===== src/rtl/debounce_pkg.sv =====
// Shared types and sizing helpers for the debounce bank and its per-channel logic.
package debounce_pkg;

  typedef enum logic [1:0] {
    IDLE      = 2'd0,
    HOLDING   = 2'd1,
    REPEATING = 2'd2,
    DONE      = 2'd3
  } hold_state_e;

  // Bits needed to hold any value from 0 up to and including n.
  function automatic int cnt_w(input int n);
    return $clog2(n + 1);
  endfunction

  function automatic int max_int(input int a, input int b);
    return (a > b) ? a : b;
  endfunction

endpackage


===== src/rtl/debounce_ch.sv =====
// One debounced key: two-flop synchroniser, stability counter, edge pulses,
// and a long-press detector with optional auto-repeat.
module debounce_ch
  import debounce_pkg::*;
#(
  parameter int   STABLE_CYCLES = 120000,
  parameter int   HOLD_CYCLES   = 6000000,
  parameter int   REPEAT_CYCLES = 1200000,
  parameter logic ACTIVE_LOW    = 1'b1,
  parameter logic RESET_LEVEL   = 1'b1
) (
  input  logic clk,
  input  logic rst,
  input  logic raw,
  output logic level,
  output logic press_pulse,
  output logic release_pulse,
  output logic hold_pulse,
  output logic repeat_pulse
);

  localparam int SCW = cnt_w(STABLE_CYCLES);
  localparam int HCW = cnt_w(max_int(HOLD_CYCLES, REPEAT_CYCLES));

  localparam logic [SCW-1:0] STABLE_LAST = SCW'(STABLE_CYCLES - 1);
  localparam logic [HCW-1:0] HOLD_LAST   = HCW'(HOLD_CYCLES - 1);
  // With repeat disabled this value is never compared against.
  localparam logic [HCW-1:0] REPEAT_LAST = HCW'(REPEAT_CYCLES - 1);

  logic           sync1;
  logic           sync2;
  logic [SCW-1:0] cnt;
  logic [HCW-1:0] hcnt;
  hold_state_e    state;
  logic           settle;
  logic           press_evt;
  logic           release_evt;

  // Terminal count reached on a differing input: level flips on this edge.
  always_comb begin
    settle      = (sync2 != level) && (cnt == STABLE_LAST);
    press_evt   = settle && ((sync2 ^ ACTIVE_LOW) == 1'b1);
    release_evt = settle && ((sync2 ^ ACTIVE_LOW) == 1'b0);
  end

  // Two-flop synchroniser; sync2 is the only view of the pin the rest of the channel gets.
  always_ff @(posedge clk) begin
    if (rst) begin
      sync1 <= RESET_LEVEL;
      sync2 <= RESET_LEVEL;
    end else begin
      sync1 <= raw;
      sync2 <= sync1;
    end
  end

  // Stability counter: any return to the current level throws away the partial count.
  always_ff @(posedge clk) begin
    if (rst) begin
      cnt           <= '0;
      level         <= RESET_LEVEL;
      press_pulse   <= 1'b0;
      release_pulse <= 1'b0;
    end else begin
      press_pulse   <= press_evt;
      release_pulse <= release_evt;
      if (sync2 == level) begin
        cnt <= '0;
      end else if (settle) begin
        level <= sync2;
        cnt   <= '0;
      end else begin
        cnt <= cnt + 1'b1;
      end
    end
  end

  // Long-press FSM: hold pulse after HOLD_CYCLES, then periodic repeats until release.
  always_ff @(posedge clk) begin
    if (rst) begin
      state        <= IDLE;
      hcnt         <= '0;
      hold_pulse   <= 1'b0;
      repeat_pulse <= 1'b0;
    end else begin
      hold_pulse   <= 1'b0;
      repeat_pulse <= 1'b0;
      if (release_evt) begin
        state <= IDLE;
        hcnt  <= '0;
      end else begin
        case (state)
          IDLE: begin
            hcnt <= '0;
            if (press_evt) begin
              state <= HOLDING;
            end
          end
          HOLDING: begin
            if (hcnt == HOLD_LAST) begin
              hold_pulse <= 1'b1;
              hcnt       <= '0;
              state      <= (REPEAT_CYCLES == 0) ? DONE : REPEATING;
            end else begin
              hcnt <= hcnt + 1'b1;
            end
          end
          REPEATING: begin
            if (hcnt == REPEAT_LAST) begin
              repeat_pulse <= 1'b1;
              hcnt         <= '0;
            end else begin
              hcnt <= hcnt + 1'b1;
            end
          end
          DONE: begin
            hcnt <= '0;
          end
          default: begin
            state <= IDLE;
            hcnt  <= '0;
          end
        endcase
      end
    end
  end

endmodule


===== src/rtl/debounce_bank.sv =====
// Bank of independent debounced keys between the raw KEY/SW pins and the board top.
// Each bit of ACTIVE_LOW / RESET_LEVEL configures the matching channel.
module debounce_bank
  import debounce_pkg::*;
#(
  parameter int              N_CH          = 8,
  parameter int              STABLE_CYCLES = 120000,
  parameter logic [N_CH-1:0] ACTIVE_LOW    = '1,
  parameter logic [N_CH-1:0] RESET_LEVEL   = '1,
  parameter int              HOLD_CYCLES   = 6000000,
  parameter int              REPEAT_CYCLES = 1200000
) (
  input  logic            i_clk,
  input  logic            i_rst,
  input  logic [N_CH-1:0] i_in,
  output logic [N_CH-1:0] o_level,
  output logic [N_CH-1:0] o_press,
  output logic [N_CH-1:0] o_release,
  output logic [N_CH-1:0] o_hold,
  output logic [N_CH-1:0] o_repeat
);

  // One self-contained channel per input bit; channels share nothing but clock and reset.
  for (genvar ch = 0; ch < N_CH; ch++) begin : g_ch
    debounce_ch #(
      .STABLE_CYCLES (STABLE_CYCLES),
      .HOLD_CYCLES   (HOLD_CYCLES),
      .REPEAT_CYCLES (REPEAT_CYCLES),
      .ACTIVE_LOW    (ACTIVE_LOW[ch]),
      .RESET_LEVEL   (RESET_LEVEL[ch])
    ) u_ch (
      .clk           (i_clk),
      .rst           (i_rst),
      .raw           (i_in[ch]),
      .level         (o_level[ch]),
      .press_pulse   (o_press[ch]),
      .release_pulse (o_release[ch]),
      .hold_pulse    (o_hold[ch]),
      .repeat_pulse  (o_repeat[ch])
    );
  end

endmodule


===== config.mk =====
export PLATFORM = sky130hd
export DESIGN_NAME = debounce_bank
export DESIGN_NICKNAME = d
export VERILOG_FILES = /design/src/rtl/debounce_pkg.sv /design/src/rtl/debounce_ch.sv /design/src/rtl/debounce_bank.sv
export SDC_FILE = /design/constraint.sdc
export NUM_CORES = 1
export LEC_CHECK = 0
export ABC_AREA = 1
export BUFFER_PORTS_ARGS = -buffer_cell sky130_fd_sc_hd__buf_2
export CORE_MARGIN = 2
export CORE_UTILIZATION = 63
export DETAILED_ROUTE_END_ITERATION = 8
export HOLD_SLACK_MARGIN = 0.15
export MAX_ROUTING_LAYER = met4
export PLACE_DENSITY = 0.8
export SYNTH_ARGS = -nofsm -noshare
export SYNTH_HDL_FRONTEND = slang
export SYNTH_SLANG_ARGS = --single-unit

===== constraint.sdc =====
create_clock -name i_clk -period 1.9 [get_ports i_clk]
set_clock_uncertainty 0.2 [all_clocks]
set_input_delay 0.38 -clock i_clk [delete_from_list [all_inputs] [get_ports i_clk]]
set_output_delay 0.38 -clock i_clk [all_outputs]
set_load 0.02 [all_outputs]

# After elaboration in Yosys (flattened, before gate mapping)
# Index checks and enable logic that the tools add are counted.
# word_totals
out_inout_bits	40
in_bits	10
elab_cells	368
reg_bits	392
# op_classes
add_sub_neg	16
reduce_logical	96
bitwise_logic	32
n_mux	64
eq_ne	80
# op_table
op	count
23-bit case mux with 3 select lines	8
23-bit two-way mux	16
23-bit by 1-bit adder with 23-bit output (second input constant)	8
23-bit by 21-bit == test with 1-bit output (second input constant)	8
23-bit == test (second input constant)	8
17-bit by 1-bit adder with 17-bit output (second input constant)	8
17-bit == test (second input constant)	8
3-bit OR reduction	24
2-bit == test (second input constant)	16
2-bit two-way mux	16
2-bit by 1-bit inequality test with 1-bit output (second input constant)	16
1-bit NOT	32
2-bit case mux with 2 select lines	8
2-bit OR reduction	16
1-bit logical AND	24
3-bit AND reduction	8
2-bit by 1-bit == test with 1-bit output (second input constant)	8
2-bit zero test	8
1-bit two-way mux	16
2-bit AND reduction	8
2-bit nonzero test	8
1-bit == test	8
1-bit inequality test	8

# Longest topological paths before layout
# logic_depth
word_depth	5
ltp_mapped	11
ltp_nobuf	11

# By module
# A second synthesis with hierarchy kept.
# hier_totals
cells_unflattened	2862
hier_area_um2	19965.4
# modules_own_cells
mod	n_inst	area_per_inst_um2	seq_area_each_um2	cells_each
debounce_ch (g_ch[0].u_ch ...)	6	2522.4	980.9	361
debounce_ch (g_ch[3].u_ch)	1	2474.9	980.9	358
debounce_ch (g_ch[7].u_ch)	1	2356.0	980.9	338

# Worst setup path after synthesis
# OpenSTA, ideal clock, no wires.
# synth_timing
path_kind	flip-flop to flip-flop
startpoint	reg g_ch[0].u_ch.cnt[0]
endpoint	reg g_ch[0].u_ch.hcnt[11]
synth_period_minus_slack_ns	1.693
setup_ns	0.117
n_path_buf	1
stages_incl_launch_ff	12
path_slack_ns	0.207
arrival_time_ns	1.376
t_required_ns	1.583
path_cell_list	dfxtp_1 -> ha_1 -> nand2_1 -> nor2_2 -> nand2_1 -> nor2_1 -> nand3_1 -> nand2_1 -> inv_1 -> nand2_2 -> buf_6 -> nor2_1
# synth_between
elab_chain_len	4
# synth_lines
item	line	text
start, declared	debounce_ch.sv:32	logic [SCW-1:0] cnt;
start signal, assigned	debounce_ch.sv:73	cnt <= cnt + 1'b1;
17-bit == test	debounce_ch.sv:41	settle = (sync2 != level) && (cnt == STABLE_LAST);
1-bit logical AND	debounce_ch.sv:41	
1-bit logical AND	debounce_ch.sv:43	release_evt = settle && ((sync2 ^ ACTIVE_LOW) == 1'b0);
2-bit OR reduction (no source line)	-	
end signal, assigned	debounce_ch.sv:105	hcnt <= hcnt + 1'b1;
end signal, assigned	debounce_ch.sv:113	hcnt <= hcnt + 1'b1;
end, declared	debounce_ch.sv:33	logic [HCW-1:0] hcnt;
# Every way passes these cells.
# A chain may end at the register's enable or synchronous reset.

# Final worst setup path
# layout_timing
startpoint	reg g_ch[3].u_ch.cnt[0]
endpoint	reg g_ch[3].u_ch.cnt[16]
# layout_between
elab_chain_len	3
elab_cells_between_ends	4
classes_between	add/sub: 1; eq/ne: 1; reduce/logical: 2
# layout_lines
item	line
start, declared	debounce_ch.sv:32
start signal, assigned	debounce_ch.sv:73
branches (longest 3 deep; another with 17-bit by 1-bit adder with 17-bit output)	-
# Several ways; the timed one is not identified.

==> flow_summary.json <==
{
  "areaGrowthSynthToFinish_pct": 14.4,
  "placeableCoreArea_mm2": 0.0305,
  "worstSetupStartpointType": "flop",
  "report.final.setup_viol": 0,
  "placementRows": 64,
  "cells_on_worst_reg2reg_path": 7,
  "chip_height_um": 180,
  "max_cap_violations": 0,
  "seq_area_frac_synth_pct": 40.3,
  "ioPinCount": 50,
  "slowest_delay_ns": 0.36,
  "drt_drc_violations_left": 0,
  "end_kind": "flop",
  "layout-drive-gt1-share_pct": 13.0,
  "final_common_cell": "sky130_fd_sc_hd__nor2_1",
  "dp_slack_ns": -0.00694,
  "synthesis.area_mm2": 0.0195,
  "yosys.area.top_type": "sky130_fd_sc_hd__dfxtp_1",
  "overall_global_routing_resource_usage_pct": 25.5,
  "detailroute.via_count": 17400,
  "clock_tree_buffer_depth": 3,
  "run_status": "finished, final reports clean",
  "ant_nets": 0,
  "antennaDiodeCount": 0,
  "final_nets": 2934,
  "timing.final.hold_violations": 0,
  "critical_path_arrival_ns": 2.05,
  "p_per_area_mw_per_mm2": 751,
  "slew_headroom_pct": 67.5,
  "worst_min_delay_path_class": "flop to flop",
  "ys_async_sr_fraction_pct": 0,
  "reg2reg_to": "g_ch[3].u_ch.cnt[16]$_SDFF_PP0_",
  "ys_types": 39,
  "crit_chain": "ha_2, nand3_1, nor2_4, nand3b_1, nor2_1, xnor2_1, nor2_1",
  "maxSlewViolCount": 0,
  "cts_num_sinks": 392,
  "critical_path_peak_fanout": 6,
  "total_power_mw": 16.7,
  "final_cell_mix": "557 x sky130_fd_sc_hd__nor2_1, 552 x sky130_fd_sc_hd__nand2_1, 380 x sky130_fd_sc_hd__dfxtp_1, 323 x sky130_fd_sc_hd__inv_1, 215 x sky130_fd_sc_hd__nand3_1",
  "gp_routability_congestion": 0.932,
  "grt_antenna_before_repair": 0,
  "power_frac_clock_pct": 49.4,
  "reg_to_reg_startpoint": "g_ch[3].u_ch.cnt[0]$_SDFF_PP0_",
  "route.detailed.wl_per_inst_um": 12.4,
  "first_global_vias": 16400,
  "cts_root_buffer": "sky130_fd_sc_hd__clkbuf_16",
  "detailedPlacementHpwl_um": 29100,
  "maximum_number_of_pins_on_one_net_before_global_route_repair": 41,
  "cell_repeated_most_along_the_worst_path": "sky130_fd_sc_hd__nor2_1",
  "flip_flop_and_latch_count_after_synthesis": 392,
  "setup_repair_after_global_routing_missed_its_margin": "true",
  "holdCritStartpoint": "g_ch[6].u_ch.sync1$_SDFF_PP1_",
  "start_util_pct": 63.8,
  "synth-edff-count": 0,
  "p_switching_mw": 3.35,
  "fill_cell_count": 2483,
  "grt_pass1_wl_um": 70900,
  "final_area_mm2": 0.0223,
  "power.share.switching_pct": 20.0,
  "cts-buffers-inserted": 42,
  "worst_skew_pair.late_latency_ns": 0.53,
  "viasPerCell": 5.23,
  "max_freq_mhz": 545,
  "hold_path_depth": 1,
  "drt_first_iter_violations": 1199,
  "final_critical_path_setup_slack_ns": 0.0660,
  "final_period_minus_worst_setup_slack_ns": 1.83,
  "postSynth.topFlopCell": "sky130_fd_sc_hd__dfxtp_1",
  "synth.area.top_cells": "sky130_fd_sc_hd__dfxtp_1 40%, sky130_fd_sc_hd__nor2_1 11%, sky130_fd_sc_hd__nand2_1 11%",
  "post-route-util_pct": 72.9,
  "cell_internal_pwr_mw": 13.4,
  "syn_avg_cell_area_um2": 6.96,
  "place.port_buffers": 49,
  "cts_tree": "yes",
  "layout_worst_path_cycle_share_pct": 96.5,
  "grt_overflow_total": 0,
  "netlist.area_leader.share_pct": 40.3,
  "path_class": "flop to flop",
  "ff2ff_setup_slack_ns": 0.07,
  "number_of_warning_messages_in_the_yosys_log": 0,
  "first_pass_iters": 6,
  "totalWireLength_um": 41400,
  "htreeDepth": 2,
  "clk_pin_slew_ns": 0.06,
  "p_leak_nw": 7.84,
  "detailed_place.area_mm2": 0.0202,
  "cpMaxStageDelayCell": "sky130_fd_sc_hd__dfxtp_1",
  "hold-path-endpoint": "g_ch[6].u_ch.sync2$_SDFF_PP1_",
  "seqPwrFrac_pct": 49.4,
  "combinational_group_share_of_total_power_pct": 1.1,
  "worst_pin_slew_ns": 0.487,
  "width_of_the_chip_um": 180,
  "die-area_mm2": 0.0323,
  "synthesis.instances": 2796,
  "vdd.ir_drop.worst_uv": 722,
  "cp.required_ns": 2.11,
  "syn_nets": 2823
}
[cell type report]
cell class / instances / area [µm²] / share of cell area (%)
tap: 396 / 495 / 2.23
clock buffer: 59 / 1230 / 5.51
multi-input combinational: 2001 / 10100 / 45.6
timing repair buffer: 133 / 1060 / 4.77
sequential: 392 / 7860 / 35.3
clock inverter: 15 / 189 / 0.849
inverter: 337 / 1270 / 5.70
[through the flow]
stage / hold slack (ns) / instances / TNS (ns)
6_report: 0.209 / 3333 / 0
5_1_grt: 0.231 / 3333 / -1.04
3_3_place_gp: 0.191 / 3231 / 0
3_5_place_dp: 0.196 / 3231 / -0.0120
2_1_floorplan: 0.189 / 2796 / 0
4_1_cts: 0.210 / 3314 / 0
[worst max-delay path: cells and delay by family (launching register included)]
family | cells | cell delay [ns]
xor gates and xnor gates | 1 | 0.14
adders and majority gates | 1 | 0.21
DFF | 1 | 0.36
and+or+nand+nor | 5 | 0.82
[cells in the mapped netlist, types with 2 or more instances]
cell                         n
sky130_fd_sc_hd__a211oi_1    2
sky130_fd_sc_hd__a21oi_1    71
sky130_fd_sc_hd__a31oi_1     3
sky130_fd_sc_hd__and3_1      4
sky130_fd_sc_hd__buf_4      47
sky130_fd_sc_hd__buf_6      16
sky130_fd_sc_hd__clkbuf_1    4
sky130_fd_sc_hd__clkbuf_2    2
sky130_fd_sc_hd__dfxtp_1   392
sky130_fd_sc_hd__ha_1       17
sky130_fd_sc_hd__inv_1     327
sky130_fd_sc_hd__inv_2      10
sky130_fd_sc_hd__nand2_1   566
sky130_fd_sc_hd__nand2_2    18
sky130_fd_sc_hd__nand2_4     2
sky130_fd_sc_hd__nand3_1   226
sky130_fd_sc_hd__nand3_2     5
sky130_fd_sc_hd__nand3b_1   15
sky130_fd_sc_hd__nand4_1    68
sky130_fd_sc_hd__nor2_1    572
sky130_fd_sc_hd__nor2_2     29
sky130_fd_sc_hd__nor2_4      4
sky130_fd_sc_hd__nor3_1    117
sky130_fd_sc_hd__nor3_2      9
sky130_fd_sc_hd__nor3b_1    20
sky130_fd_sc_hd__nor4_1      3
sky130_fd_sc_hd__o21ai_0    32
sky130_fd_sc_hd__o22ai_1     5
sky130_fd_sc_hd__or2_2      38
sky130_fd_sc_hd__xnor2_1    57
sky130_fd_sc_hd__xor2_1    107
[power groups by stage]
stage	Clock [mW]	Sequential (mW)	Combinational [mW]
CTS	8.46	8.25	0.174
global route	8.78	8.25	0.208
global placement	0	8.43	0.154
detailed placement	0	8.43	0.159
finish	8.26	8.25	0.189
floorplan	0	8.43	0.0991
[cell families (layout without fill, tap and decap cells)]
family,after synthesis,count (layout),synth area share [%]
AND/OR/NAND/NOR,1700,1704,38.6
buffers and inverters,407,544,9.47
flip-flops,392,392,40.3
XOR/XNOR,164,164,7.38
AO/OA/AOI/OAI,116,116,3.09
adder cells (fa/ha/maj),17,17,1.09
[registers in the layout, summed over array words and instances (netlist names)]
| register | count |
|---|---|
| g_ch.u_ch.hold_pulse | 8 |
| g_ch.u_ch.release_pulse | 8 |
| g_ch.u_ch.sync1 | 8 |
| g_ch.u_ch.hcnt | 184 |
| g_ch.u_ch.level | 8 |
| g_ch.u_ch.cnt | 136 |
| g_ch.u_ch.state | 16 |
| g_ch.u_ch.sync2 | 8 |
| g_ch.u_ch.repeat_pulse | 8 |
| g_ch.u_ch.press_pulse | 8 |
[how the worst max path moves through the flow]
stage | startpoint | to | slack [ns] | cells after the start
after floorplan | g_ch[0].u_ch.cnt[0]$_SDFF_PP0_ | g_ch[0].u_ch.hcnt[11]$_SDFF_PP0_ | 0.21 | 11
after global placement | g_ch[5].u_ch.hcnt[0]$_SDFF_PP0_ | g_ch[5].u_ch.hcnt[3]$_SDFF_PP0_ | 0.06 | 9
after detailed placement | g_ch[1].u_ch.cnt[0]$_SDFF_PP0_ | g_ch[1].u_ch.hcnt[13]$_SDFF_PP0_ | -0.007 | 11
after CTS | g_ch[2].u_ch.hcnt[1]$_SDFF_PP0_ | g_ch[2].u_ch.hcnt[8]$_SDFF_PP0_ | 0.003 | 8
after global routing | g_ch[7].u_ch.cnt[0]$_SDFF_PP0_ | g_ch[7].u_ch.cnt[3]$_SDFF_PP0_ | -0.04 | 8
final | g_ch[3].u_ch.cnt[0]$_SDFF_PP0_ | g_ch[3].u_ch.cnt[16]$_SDFF_PP0_ | 0.07 | 7
[timing repair]
| item | in CTS | in global routing |
|---|---|---|
| endpoints found under the hold margin | 24 | 0 |
| setup buffers | 0 | 13 |
| resized for setup | 3 | 99 |
| hold buffers | 9 | 0 |
| setup endpoints to repair | 38 | 289 |
| gates cloned | 0 | 6 |
| pin swaps | 0 | 21 |
[routing by layer]
metal  global-route usage (%)  vias to the layer above  part of all wire [%]
met5                        -                        -                     0
met4                     6.67                        0                   2.0
met3                     3.34                       82                   4.7
met2                     41.7                      412                    46
met1                     33.4                     7933                    47
li1                         -                     9011                     -
No activity file was read; power rests on OpenSTA's default activity.
